===== src/rtl/inst_loader.sv =====
// -----------------------------------------------------------------------------
// inst_loader
//   Assembles the serial byte stream from the UART receiver into instruction
//   words and writes them to consecutive instruction-memory addresses.
//   A load ends on the halt word, at capacity, or on an inter-byte timeout.
//
// Ports
//   clk               rising-edge clock
//   rst               synchronous reset, active-low
//   i_start           start / restart a load (level, sampled every cycle)
//   i_rx_done         one-cycle strobe: i_rx_data holds a received byte
//   i_rx_data         received byte
//   o_write_inst_mem  instruction-memory write strobe (one cycle per word)
//   o_inst_mem_addr   write address
//   o_inst_mem_data   write data (assembled word)
//   o_busy            high while receiving or writing
//   o_done            load completed (sticky until the next start)
//   o_error           inter-byte timeout abort (sticky until the next start)
//   o_word_count      words written in the current / last load
//
// Handshake: there is no back-pressure. A byte is taken on every cycle where
// i_rx_done is high while a load is active (RECV or WRITE) and i_start is low;
// o_write_inst_mem is a single-cycle strobe with address and data valid in
// that same cycle.
// -----------------------------------------------------------------------------
module inst_loader #(
    parameter int                      WORD_BYTES     = 4,
    parameter int                      ADDR_BITS      = 11,
    parameter int                      MAX_WORDS      = 2048,
    parameter bit                      BIG_ENDIAN     = 1'b1,
    parameter logic [8*WORD_BYTES-1:0] HALT_WORD      = '1,
    parameter int                      TIMEOUT_CYCLES = 100000
) (
    input  logic                      clk,
    input  logic                      rst,
    input  logic                      i_start,
    input  logic                      i_rx_done,
    input  logic [7:0]                i_rx_data,
    output logic                      o_write_inst_mem,
    output logic [ADDR_BITS-1:0]      o_inst_mem_addr,
    output logic [8*WORD_BYTES-1:0]   o_inst_mem_data,
    output logic                      o_busy,
    output logic                      o_done,
    output logic                      o_error,
    output logic [ADDR_BITS:0]        o_word_count
);

    localparam int W  = 8 * WORD_BYTES;
    localparam int KW = (WORD_BYTES > 1) ? $clog2(WORD_BYTES) : 1;
    localparam int TW = (TIMEOUT_CYCLES > 1) ? $clog2(TIMEOUT_CYCLES) : 1;

    localparam logic [KW-1:0]      LAST_SLOT = KW'(WORD_BYTES - 1);
    localparam logic [TW-1:0]      TMO_LAST  = TW'((TIMEOUT_CYCLES > 0) ? TIMEOUT_CYCLES - 1 : 0);
    localparam logic [ADDR_BITS:0] MAX_CNT   = (ADDR_BITS + 1)'(MAX_WORDS);

    typedef enum logic [2:0] {
        S_IDLE,
        S_RECV,
        S_WRITE,
        S_DONE,
        S_ERROR
    } state_t;

    state_t               state, state_next;
    logic [KW-1:0]        byte_idx, byte_idx_next;
    logic [W-1:0]         asm_word, asm_word_next;
    logic [TW-1:0]        timer, timer_next;
    logic [ADDR_BITS-1:0] addr_next;
    logic [ADDR_BITS:0]   count_next, count_inc;
    logic [W-1:0]         data_next;
    logic                 capture, last_slot;

    // Bytes are accepted in RECV and also in the WRITE cycle, so a byte that
    // arrives right behind a completed word becomes slot 0 of the next word.
    // A simultaneous start wins and drops the byte.
    assign capture   = i_rx_done && !i_start && (state == S_RECV || state == S_WRITE);
    assign last_slot = (byte_idx == LAST_SLOT);

    always_comb begin
        state_next    = state;
        byte_idx_next = byte_idx;
        asm_word_next = asm_word;
        timer_next    = timer;
        addr_next     = o_inst_mem_addr;
        count_next    = o_word_count;
        data_next     = o_inst_mem_data;
        count_inc     = o_word_count + (ADDR_BITS + 1)'(1);

        if (capture) begin
            // Slot k lands in lane WORD_BYTES-1-k (big-endian) or lane k.
            for (int i = 0; i < WORD_BYTES; i++) begin
                if ((BIG_ENDIAN ? (WORD_BYTES - 1 - i) : i) == int'(byte_idx)) begin
                    asm_word_next[i*8 +: 8] = i_rx_data;
                end
            end
            byte_idx_next = last_slot ? '0 : byte_idx + KW'(1);
            timer_next    = '0;
            if (last_slot) begin
                data_next = asm_word_next;
            end
        end

        if (i_start) begin
            // Start and restart are the same from every state; a write
            // already on the port this cycle still completes.
            state_next    = S_RECV;
            addr_next     = '0;
            count_next    = '0;
            byte_idx_next = '0;
            timer_next    = '0;
        end else begin
            case (state)
                S_RECV: begin
                    if (capture) begin
                        if (last_slot) begin
                            state_next = S_WRITE;
                        end
                    end else if (TIMEOUT_CYCLES != 0 && byte_idx != '0) begin
                        // Only a partially received word can time out.
                        if (timer == TMO_LAST) begin
                            state_next    = S_ERROR;
                            byte_idx_next = '0;
                        end else begin
                            timer_next = timer + TW'(1);
                        end
                    end
                end
                S_WRITE: begin
                    count_next = count_inc;
                    // Hold the address at capacity so it never wraps.
                    if (count_inc != MAX_CNT) begin
                        addr_next = o_inst_mem_addr + ADDR_BITS'(1);
                    end
                    if (o_inst_mem_data == HALT_WORD || count_inc == MAX_CNT) begin
                        state_next = S_DONE;
                    end else if (capture && last_slot) begin
                        state_next = S_WRITE;
                    end else begin
                        state_next = S_RECV;
                    end
                end
                default: begin
                    state_next = state;
                end
            endcase
        end
    end

    always_ff @(posedge clk) begin
        if (!rst) begin
            state            <= S_IDLE;
            byte_idx         <= '0;
            asm_word         <= '0;
            timer            <= '0;
            o_write_inst_mem <= 1'b0;
            o_inst_mem_addr  <= '0;
            o_inst_mem_data  <= '0;
            o_busy           <= 1'b0;
            o_done           <= 1'b0;
            o_error          <= 1'b0;
            o_word_count     <= '0;
        end else begin
            state            <= state_next;
            byte_idx         <= byte_idx_next;
            asm_word         <= asm_word_next;
            timer            <= timer_next;
            o_inst_mem_addr  <= addr_next;
            o_inst_mem_data  <= data_next;
            o_word_count     <= count_next;
            // Status flags are registered copies of the state being entered.
            o_write_inst_mem <= (state_next == S_WRITE);
            o_busy           <= (state_next == S_RECV) || (state_next == S_WRITE);
            o_done           <= (state_next == S_DONE);
            o_error          <= (state_next == S_ERROR);
        end
    end

endmodule


===== config.mk =====
export PLATFORM = sky130hd
export DESIGN_NAME = inst_loader
export DESIGN_NICKNAME = d
export VERILOG_FILES = /design/src/rtl/inst_loader.sv
export SDC_FILE = /design/constraint.sdc
export NUM_CORES = 1
export LEC_CHECK = 0
export BUFFER_PORTS_ARGS = -buffer_cell sky130_fd_sc_hd__buf_2
export CAP_MARGIN = 40
export CELL_PAD_IN_SITES_DETAIL_PLACEMENT = 1
export CELL_PAD_IN_SITES_GLOBAL_PLACEMENT = 1
export CORE_MARGIN = 5
export CORE_UTILIZATION = 46
export CTS_CLUSTER_DIAMETER = 40
export CTS_CLUSTER_SIZE = 8
export DETAILED_ROUTE_END_ITERATION = 6
export GPL_TIMING_DRIVEN = 1
export PLACE_DENSITY_LB_ADDON = 0.1
export SYNTH_ARGS = -nofsm -noshare
export SYNTH_HDL_FRONTEND = slang
export SYNTH_SLANG_ARGS = --single-unit

===== constraint.sdc =====
create_clock -name clk -period 5.93 [get_ports clk]
set_input_delay 0.593 -clock clk [delete_from_list [all_inputs] [get_ports clk]]
set_output_delay 0.593 -clock clk [all_outputs]
set_load 0.02 [all_outputs]

# Word-level counts from Yosys, hierarchy flattened
# Index checks and enable logic that the tools add are counted.
[totals]
input_bits = 12
ff_bits = 113
out_inout_bits = 59
word_cells = 65
[op_classes]
n_reduce_logical = 12
n_bitwise = 1
n_addsub = 4
n_eq_ne = 14
n_mux = 23
[ops]
columns = ["operator", "n"]
rows = [
  ["17-bit 2-to-1 mux", 5],
  ["32-bit equality test, second input constant", 1],
  ["8-bit 2-to-1 mux", 4],
  ["17-bit by 1-bit adder with 17-bit output, second input constant", 1],
  ["17-bit equality test, second input constant", 1],
  ["2-bit 2-to-1 mux", 8],
  ["3-bit 2-to-1 mux", 5],
  ["12-bit by 1-bit adder with 12-bit output, second input constant", 1],
  ["12-bit equality test, second input constant", 1],
  ["12-bit != test, second input constant", 1],
  ["11-bit by 1-bit adder with 11-bit output, second input constant", 1],
  ["3-bit by 2-bit equality test with 1-bit output, second input constant", 3],
  ["3-bit by 1-bit equality test with 1-bit output, second input constant", 2],
  ["3-bit one-hot mux with 2 select lines", 1],
  ["2-bit equality test, first input constant", 2],
  ["2-bit AND reduction", 2],
  ["3-bit equality test, second input constant", 1],
  ["1-bit logical AND", 3],
  ["1-bit logical OR", 3],
  ["2-bit by 1-bit adder with 2-bit output, second input constant", 1],
  ["1-bit by 2-bit equality test with 1-bit output, first input constant", 1],
  ["2-bit equality test, second input constant", 1],
  ["2-bit logical NOT", 1],
  ["2-bit nonzero test", 1],
  ["3 further kinds", 3],
]

# Depth between registers and ports, before layout
# Gate-level depths: netlist of the first run.
[depth]
word_depth = 10
mapped_depth = 10
depth_no_buf = 8

# Worst setup path before layout of the first run
# No wires, ideal clock.
[synth_path]
kind = "flip-flop to flip-flop"
from = "reg o_word_count[0]"
to = "reg state[0]"
setup_time_ns = 0.116
period_less_slack_ns = 2.477
arrival_ns = 2.361
t_required_ns = 5.814
stages_incl_launch_ff = 9
n_path_buf = 0
path_slack_ns = 3.453
cell_sequence = "dfxtp_1 > ha_1 > nand3_2 > or3_1 > a31o_1 > and4b_4 > a221o_1 > a21boi_4 > and2_2"
[synth_via]
elab_chain_cells = 6
[synth_rtl]
columns = ["element", "line", "rtl"]
rows = [
  ["start: declaration", "45", "output logic [ADDR_BITS:0] o_word_count"],
  ["start signal: assignment", "169", "o_word_count <= count_next;"],
  ["12-bit by 1-bit adder with 12-bit output", "87", "count_inc = o_word_count + (ADDR_BITS + 1)'(1);"],
  ["12-bit equality test", "134", "if (o_inst_mem_data == HALT_WORD || count_inc == MAX_CNT) begin"],
  ["1-bit logical OR", "134", ""],
  ["2-bit 2-to-1 mux", "134", ""],
  ["3-bit one-hot mux with 2 select lines", "112", "case (state)"],
  ["3-bit 2-to-1 mux", "103", "if (i_start) begin"],
  ["end signal: assignment", "163", "state <= state_next;"],
  ["end: declaration", "64", "state_t state, state_next;"],
]
# No other way between the ends.
# A chain may end at the register's enable or synchronous reset.

# Final worst setup path of the first run
[layout_path]
from = "reg o_word_count[0]"
to = "reg o_inst_mem_addr[9]"
[layout_via]
elab_chain_cells = 3
[layout_rtl]
columns = ["element", "line", "rtl"]
rows = [
  ["12-bit by 1-bit adder with 12-bit output", "87", ""],
  ["12-bit != test", "131", "if (count_inc != MAX_CNT) begin"],
  ["2-bit AND reduction (no source line)", "--", ""],
  ["end signal: assignment", "167", "o_inst_mem_addr <= addr_next;"],
  ["end: declaration", "40", "output logic [ADDR_BITS-1:0] o_inst_mem_addr,"],
]
# No other way between the ends.

==> results of run 1 <==
synthesized netlist by cell type, types with 10 or more instances:
library cell | n | area, µm²
nand2_1 | 96 | 360.4
dfxtp_1 | 105 | 2102
xor2_1 | 18 | 157.7
nand4_1 | 20 | 125.1
nor2_1 | 46 | 172.7
clkbuf_1 | 22 | 82.58
nand2b_1 | 10 | 62.56
a21oi_1 | 10 | 50.05
o211a_1 | 24 | 240.2
mux2i_1 | 37 | 370.4
a21boi_0 | 24 | 180.2
state kept, by name, indices dropped and copies added, names as in the netlist:
register,count
asm_word,24
o_inst_mem_data,32
o_word_count,12
o_inst_mem_addr,11
o_busy,1
state,3
byte_idx,2
o_error,1
o_done,1
o_write_inst_mem,1
timer,17
worst paths after layout:
check / from / to / slack, ns / cells after the start
hold / removal: asm_word[15] / asm_word[15] / 0.47 / 2
hold reg to reg: asm_word[15] / asm_word[15] / 0.47 / 2
setup / recovery: o_word_count[0] / o_inst_mem_addr[9] / 3.28 / 8
setup reg to reg: o_word_count[0] / o_inst_mem_addr[9] / 3.28 / 8
metrics by stage:
step,setup slack [ns],std cells
floorplan,3.453,545
global placement,3.020,722
detailed placement,3.284,724
CTS,3.276,740
global route,3.103,740
finish,3.282,740
critical path, stage by stage, from the launching register on:
cell and delay, ns:
dfxtp_1 0.47, ha_1 0.35, nand3_2 0.16, or3_1 0.39, a31o_1 0.24, nand4b_1 0.16, o211ai_2 0.22, o311ai_0 0.39
o41ai_1 0.14
kinds of logic after synthesis:
kind of cell / after synthesis / share of synthesized area, %
adder cells (fa/ha/maj): 8 / 2.034
buffers and inverters: 38 / 3.661
flip-flops: 105 / 42.72
AO/OA/AOI/OAI: 99 / 16.60
XOR/XNOR: 26 / 4.628
AND/OR/NAND/NOR: 232 / 22.83
multiplexers: 37 / 7.526
metal layers:
| layer | GRT usage [%] | wire length, µm | share of wire [%] |
|---|---|---|---|
| met3 | 3.714 | 369 | 2.9 |
| met5 | 0 | 0 | 0 |
| met2 | 35.78 | 6320 | 50 |
| met1 | 24.78 | 5663 | 45 |
| met4 | 5.208 | 178 | 1.4 |
final cells by class:
cell class | count | area (µm²)
clock buffer | 10 | 127.6
inverter | 8 | 30.03
sequential | 105 | 2102
clock inverter | 6 | 90.09
multi-input combinational | 402 | 2640
timing repair buffer | 73 | 392.9
tap | 136 | 170.2
fill | 1239 | 4817
power by group through the flow:
| stage | Combinational, mW | Sequential [mW] | Clock (mW) |
|---|---|---|---|
| 3_3_place_gp | 0.0449 | 0.725 | 0 |
| 3_5_place_dp | 0.0466 | 0.725 | 0 |
| 5_1_grt | 0.0506 | 0.709 | 0.537 |
| 2_1_floorplan | 0.0285 | 0.725 | 0 |
| 4_1_cts | 0.0467 | 0.709 | 0.507 |
| 6_report | 0.0462 | 0.709 | 0.497 |
==> results.yml, run 1 <==
worst_setup_path:
  startpoint_type: "flop"
  critPathKind: "reg2reg"
  cp.arrival_ns: 2.90
  critPathMaxFanout: 9
  end_kind: "flop"
  required_ns: 6.18
sta:
  period_share_pct: 44.66
  setup_tns_ns: 0
  max_slew.worst_pin.slew_ns: 0.8201
  grt_setup_unrepaired: "false"
  setup_violations: 0
  fmax_ghz: 0.3776
  finalMaxSlewViolations: 0
  layout_min_cycle_time_ns: 2.648
  clock_skew_ns: 0.01136
  hold_slack_ns: 0.4696
  maxSlewHeadroom_pct: 45.33
  hold_viol: 0
routing:
  wl_per_cell_um: 16.94
  drc: 0
  drt_iter0_markers: 248
  via_per_inst: 5.543
  ant_nets: 0
  vias: 4102
  wl_um: 12530
  dr.pass1.iters: 4
placement:
  place_area_um2: 5335
  place_congestion: 0.7909
  portBuffers: 70
  hpwl_um: 9170
clock_tree:
  clkSinkCount: 105
  cts_setup_buffers: 0
  cts_buffer_depth: 2
  ctsResizeCount: 0
  clk_latency_ns: 0.38
  cts_tree: "built"
  root_buffer: "clkbuf_8"
  cts_buffers: 9
  ctsHoldBuffers: 0
  h-tree-depth: 3
  clkSlewWorstSetupHoldPaths_ns: 0.10
synth:
  ys_seq_elements: 105
  async_reset_ff_share_pct: 0
  syn_avg_cell_area_um2: 9.029
  yosysSeqAreaShare_pct: 42.72
  synth_edf_count: 0
  synth_cell_types: 61
  mappedNetlistNets: 565
  syn_area_um2: 4921
  postSynthCellCount: 545
  yosysWarnings: 0
  synth_top_flop_cell: "dfxtp_1"
status:
  outcome: "finished, final reports clean"
finish:
  layout-drive-gt1-share_pct: 17.38
  stdcell_area_um2: 5553
  utilization_pct: 53.55
  mostFrequentLayoutCells: "105 x dfxtp_1, 96 x nand2_1, 70 x buf_2"
  layout_commonest_cell: "dfxtp_1"
  diodes: 0
  syn_to_final_growth_pct: 12.84
  fin_nets: 619
global_route:
  grt_first_pass_wirelength_um: 21180
  globalRouteOverflowTotal: 0
  antenna_found_initial: 0
  grt_max_degree: 61
  grt_pass1_vias: 4212
  track_usage_pct: 20.02
power:
  switchingPower_uw: 289.3
  p_sw_share_pct: 23.10
  vdd_drop_max_mv: 0.1849
  power_mw: 1.252
  pwr-share-comb_pct: 3.7
  clockPowerShare_pct: 39.7
  p_per_area_nw_per_um2: 225.5
  seqPwrFrac_pct: 56.6
  internal_power_uw: 963.1
  p_leak_nw: 2.382
die:
  initial_core_util_pct: 47.45
  dieArea_um2: 12870
  die_h_um: 113.4
  io-pin-count: 71
  die_width_um: 113.4
  core_area_um2: 10370
  fp-row-count: 37
hold_path:
  hold_class: "reg2reg"
run:
  drv_cap: 0
(Power assumes the default switching activity.)
==> run 2, diff against run 1 <==
--- a/config.mk
+++ b/config.mk
@@ -10,7 +10,7 @@
 export CELL_PAD_IN_SITES_DETAIL_PLACEMENT = 1
 export CELL_PAD_IN_SITES_GLOBAL_PLACEMENT = 1
 export CORE_MARGIN = 5
-export CORE_UTILIZATION = 46
+export CORE_UTILIZATION = 43
 export CTS_CLUSTER_DIAMETER = 40
 export CTS_CLUSTER_SIZE = 8
 export DETAILED_ROUTE_END_ITERATION = 6
==> constraint.sdc (replaced) <==
create_clock -name clk -period 2.8 [get_ports clk]
set_input_delay 0.28 -clock clk [delete_from_list [all_inputs] [get_ports clk]]
set_output_delay 0.28 -clock clk [all_outputs]
set_load 0.02 [all_outputs]
==> run 2 against run 1 <==
Wire length is 0.35% higher. Register-to-register slack worse by 3.1 ns. First-iteration DRC count is 13% lower. Non-clock buffer count is 6 higher. Sequential power is 110% higher. Power is 130% higher. Final cell count is 1.8% higher. Largest power group unchanged.
==> results.yml, run 2 (same netlist as run 1, synthesis figures left out) <==
status:
  outcome: "finished, final reports clean"
routing:
  dr.pass1.iters: 4
  dr_wl_met2_um: 6379
  via_per_inst: 5.372
  top_layer: "met4"
  wl_per_cell_um: 16.70
  vias: 4045
  met1_length_um: 5600
  wl_um: 12580
  ant_nets: 0
  dr_wl_met3_um: 459
  drt_iter0_markers: 215
  drc: 0
clock_tree:
  cts_buffers: 9
  ctsHoldBuffers: 0
  cts_tree: "built"
  cts_buffer_depth: 2
  clkSlewWorstSetupHoldPaths_ns: 0.07
  clk_latency_ns: 0.35
  clkSinkCount: 105
  h-tree-depth: 3
  root_buffer: "clkbuf_16"
sta:
  max_slew.worst_pin.slew_ns: 0.5753
  setup_violations: 0
  layout_min_cycle_time_ns: 2.621
  hold_slack_ns: 0.2437
  finalMaxSlewViolations: 0
  fmax_ghz: 0.3816
  hold_viol: 0
  grt_setup_unrepaired: "false"
  period_share_pct: 93.59
  maxSlewHeadroom_pct: 61.29
  setup_tns_ns: 0
  clock_skew_ns: 0.008033
die:
  dieArea_um2: 13680
  io-pin-count: 71
  core_area_um2: 11320
  die_h_um: 117.0
  die_width_um: 117.0
  fp-row-count: 39
  initial_core_util_pct: 43.47
placement:
  place_congestion: 0.8158
  portBuffers: 70
  place_area_um2: 5369
  hpwl_um: 9220
global_route:
  track_usage_pct: 19.46
  globalRouteOverflowTotal: 0
  grt_max_degree: 59
  grt_pass1_vias: 4209
  antenna_found_initial: 0
  grt_first_pass_wirelength_um: 20920
worst_setup_path:
  timing.rr.end: "o_inst_mem_addr[8]"
  crit_chain: "ha_2, nand3_2, or3_1, a31o_1, nand4b_1, o211ai_2, o311ai_0, o41ai_1"
  end_kind: "flop"
  critPathKind: "reg2reg"
  cp.arrival_ns: 2.84
  critPathMaxStageDelay_ns: 0.48
  r2r_start: "o_word_count[0]"
  crit_family: "compound AO/OA/AOI/OAI gates"
  rr_worst_depth: 8
  required_ns: 3.02
  r2r_setup_slack_ns: 0.18
  cp_slowest_cell: "dfxtp_1"
  critPathMaxFanout: 9
  critPathBufInv: 0
  startpoint_type: "flop"
finish:
  stdcell_area_um2: 5663
  regMostFlops: "o_inst_mem_data"
  layout-drive-gt1-share_pct: 18.52
  diodes: 0
  mostFrequentLayoutCells: "105 x dfxtp_1, 96 x nand2_1, 70 x buf_2"
  utilization_pct: 50.02
  reg_top3: "o_inst_mem_data x32, asm_word x24, timer x17"
  layout_commonest_cell: "dfxtp_1"
  fin_nets: 625
  syn_to_final_growth_pct: 15.08
  largest_reg_flops: 32
power:
  p_per_area_nw_per_um2: 499.4
  vdd_drop_max_mv: 0.6109
  p_leak_nw: 2.442
  power_mw: 2.828
hold_path:
  holdPathEnd: "asm_word[23]"
  holdPathStages: 3
  hold_class: "in2reg"
  min_from: "i_rx_data[7]"
run:
  drv_cap: 0
run 2: where the power goes:
group          switching [mW]  internal (mW)  total [mW]
sequential            0.00324           1.50        1.50
clock                   0.587          0.638        1.23
combinational          0.0663         0.0351       0.101
total                   0.657           2.17        2.83
run 2: worst max path at each step:
stage                    startpoint                  to  slack, ns  depth (start not counted)
floorplan           o_word_count[0]            state[0]       0.32                          8
global placement    o_word_count[0]              o_busy       0.37                          8
detailed placement  o_word_count[0]  o_inst_mem_addr[8]       0.17                          8
CTS                 o_word_count[0]  o_inst_mem_addr[8]       0.12                          8
global route        o_word_count[0]  o_inst_mem_addr[8]      0.008                          8
finish              o_word_count[0]  o_inst_mem_addr[8]       0.18                          8
run 2: worst min-delay path, stage by stage:
cell	delay, ns
buf_2	0.14
nand2_1	0.06
a21boi_0	0.06
run 2: per-stage QoR:
step,worst slack (ns),instances
floorplan,0.3230,545
detailed placement,0.1667,737
global route,0.008457,753
global placement,0.3738,737
CTS,0.1177,753
finish,0.1793,753
run 2: per-layer routing:
metal  track usage [%]  vias up
met5                 0        -
met4             3.976        0
met3             5.398       10
met2             34.28       59
met1             23.85     1948
li1                  -     2028
run 2: what timing repair did:
action | CTS | global route
hold endpoints to repair | 0 | 0
buffers inserted | 0 | 0
resized for setup | 0 | 1
setup endpoints to repair | 0 | 2
run 2: cell type report:
type / instances / area [µm²]
clock buffer: 10 / 239.0
clock inverter: 6 / 52.55
fill: 1345 / 5658
inverter: 8 / 30.03
multi-input combinational: 402 / 2643
sequential: 105 / 2102
tap: 143 / 178.9
timing repair buffer: 79 / 417.9
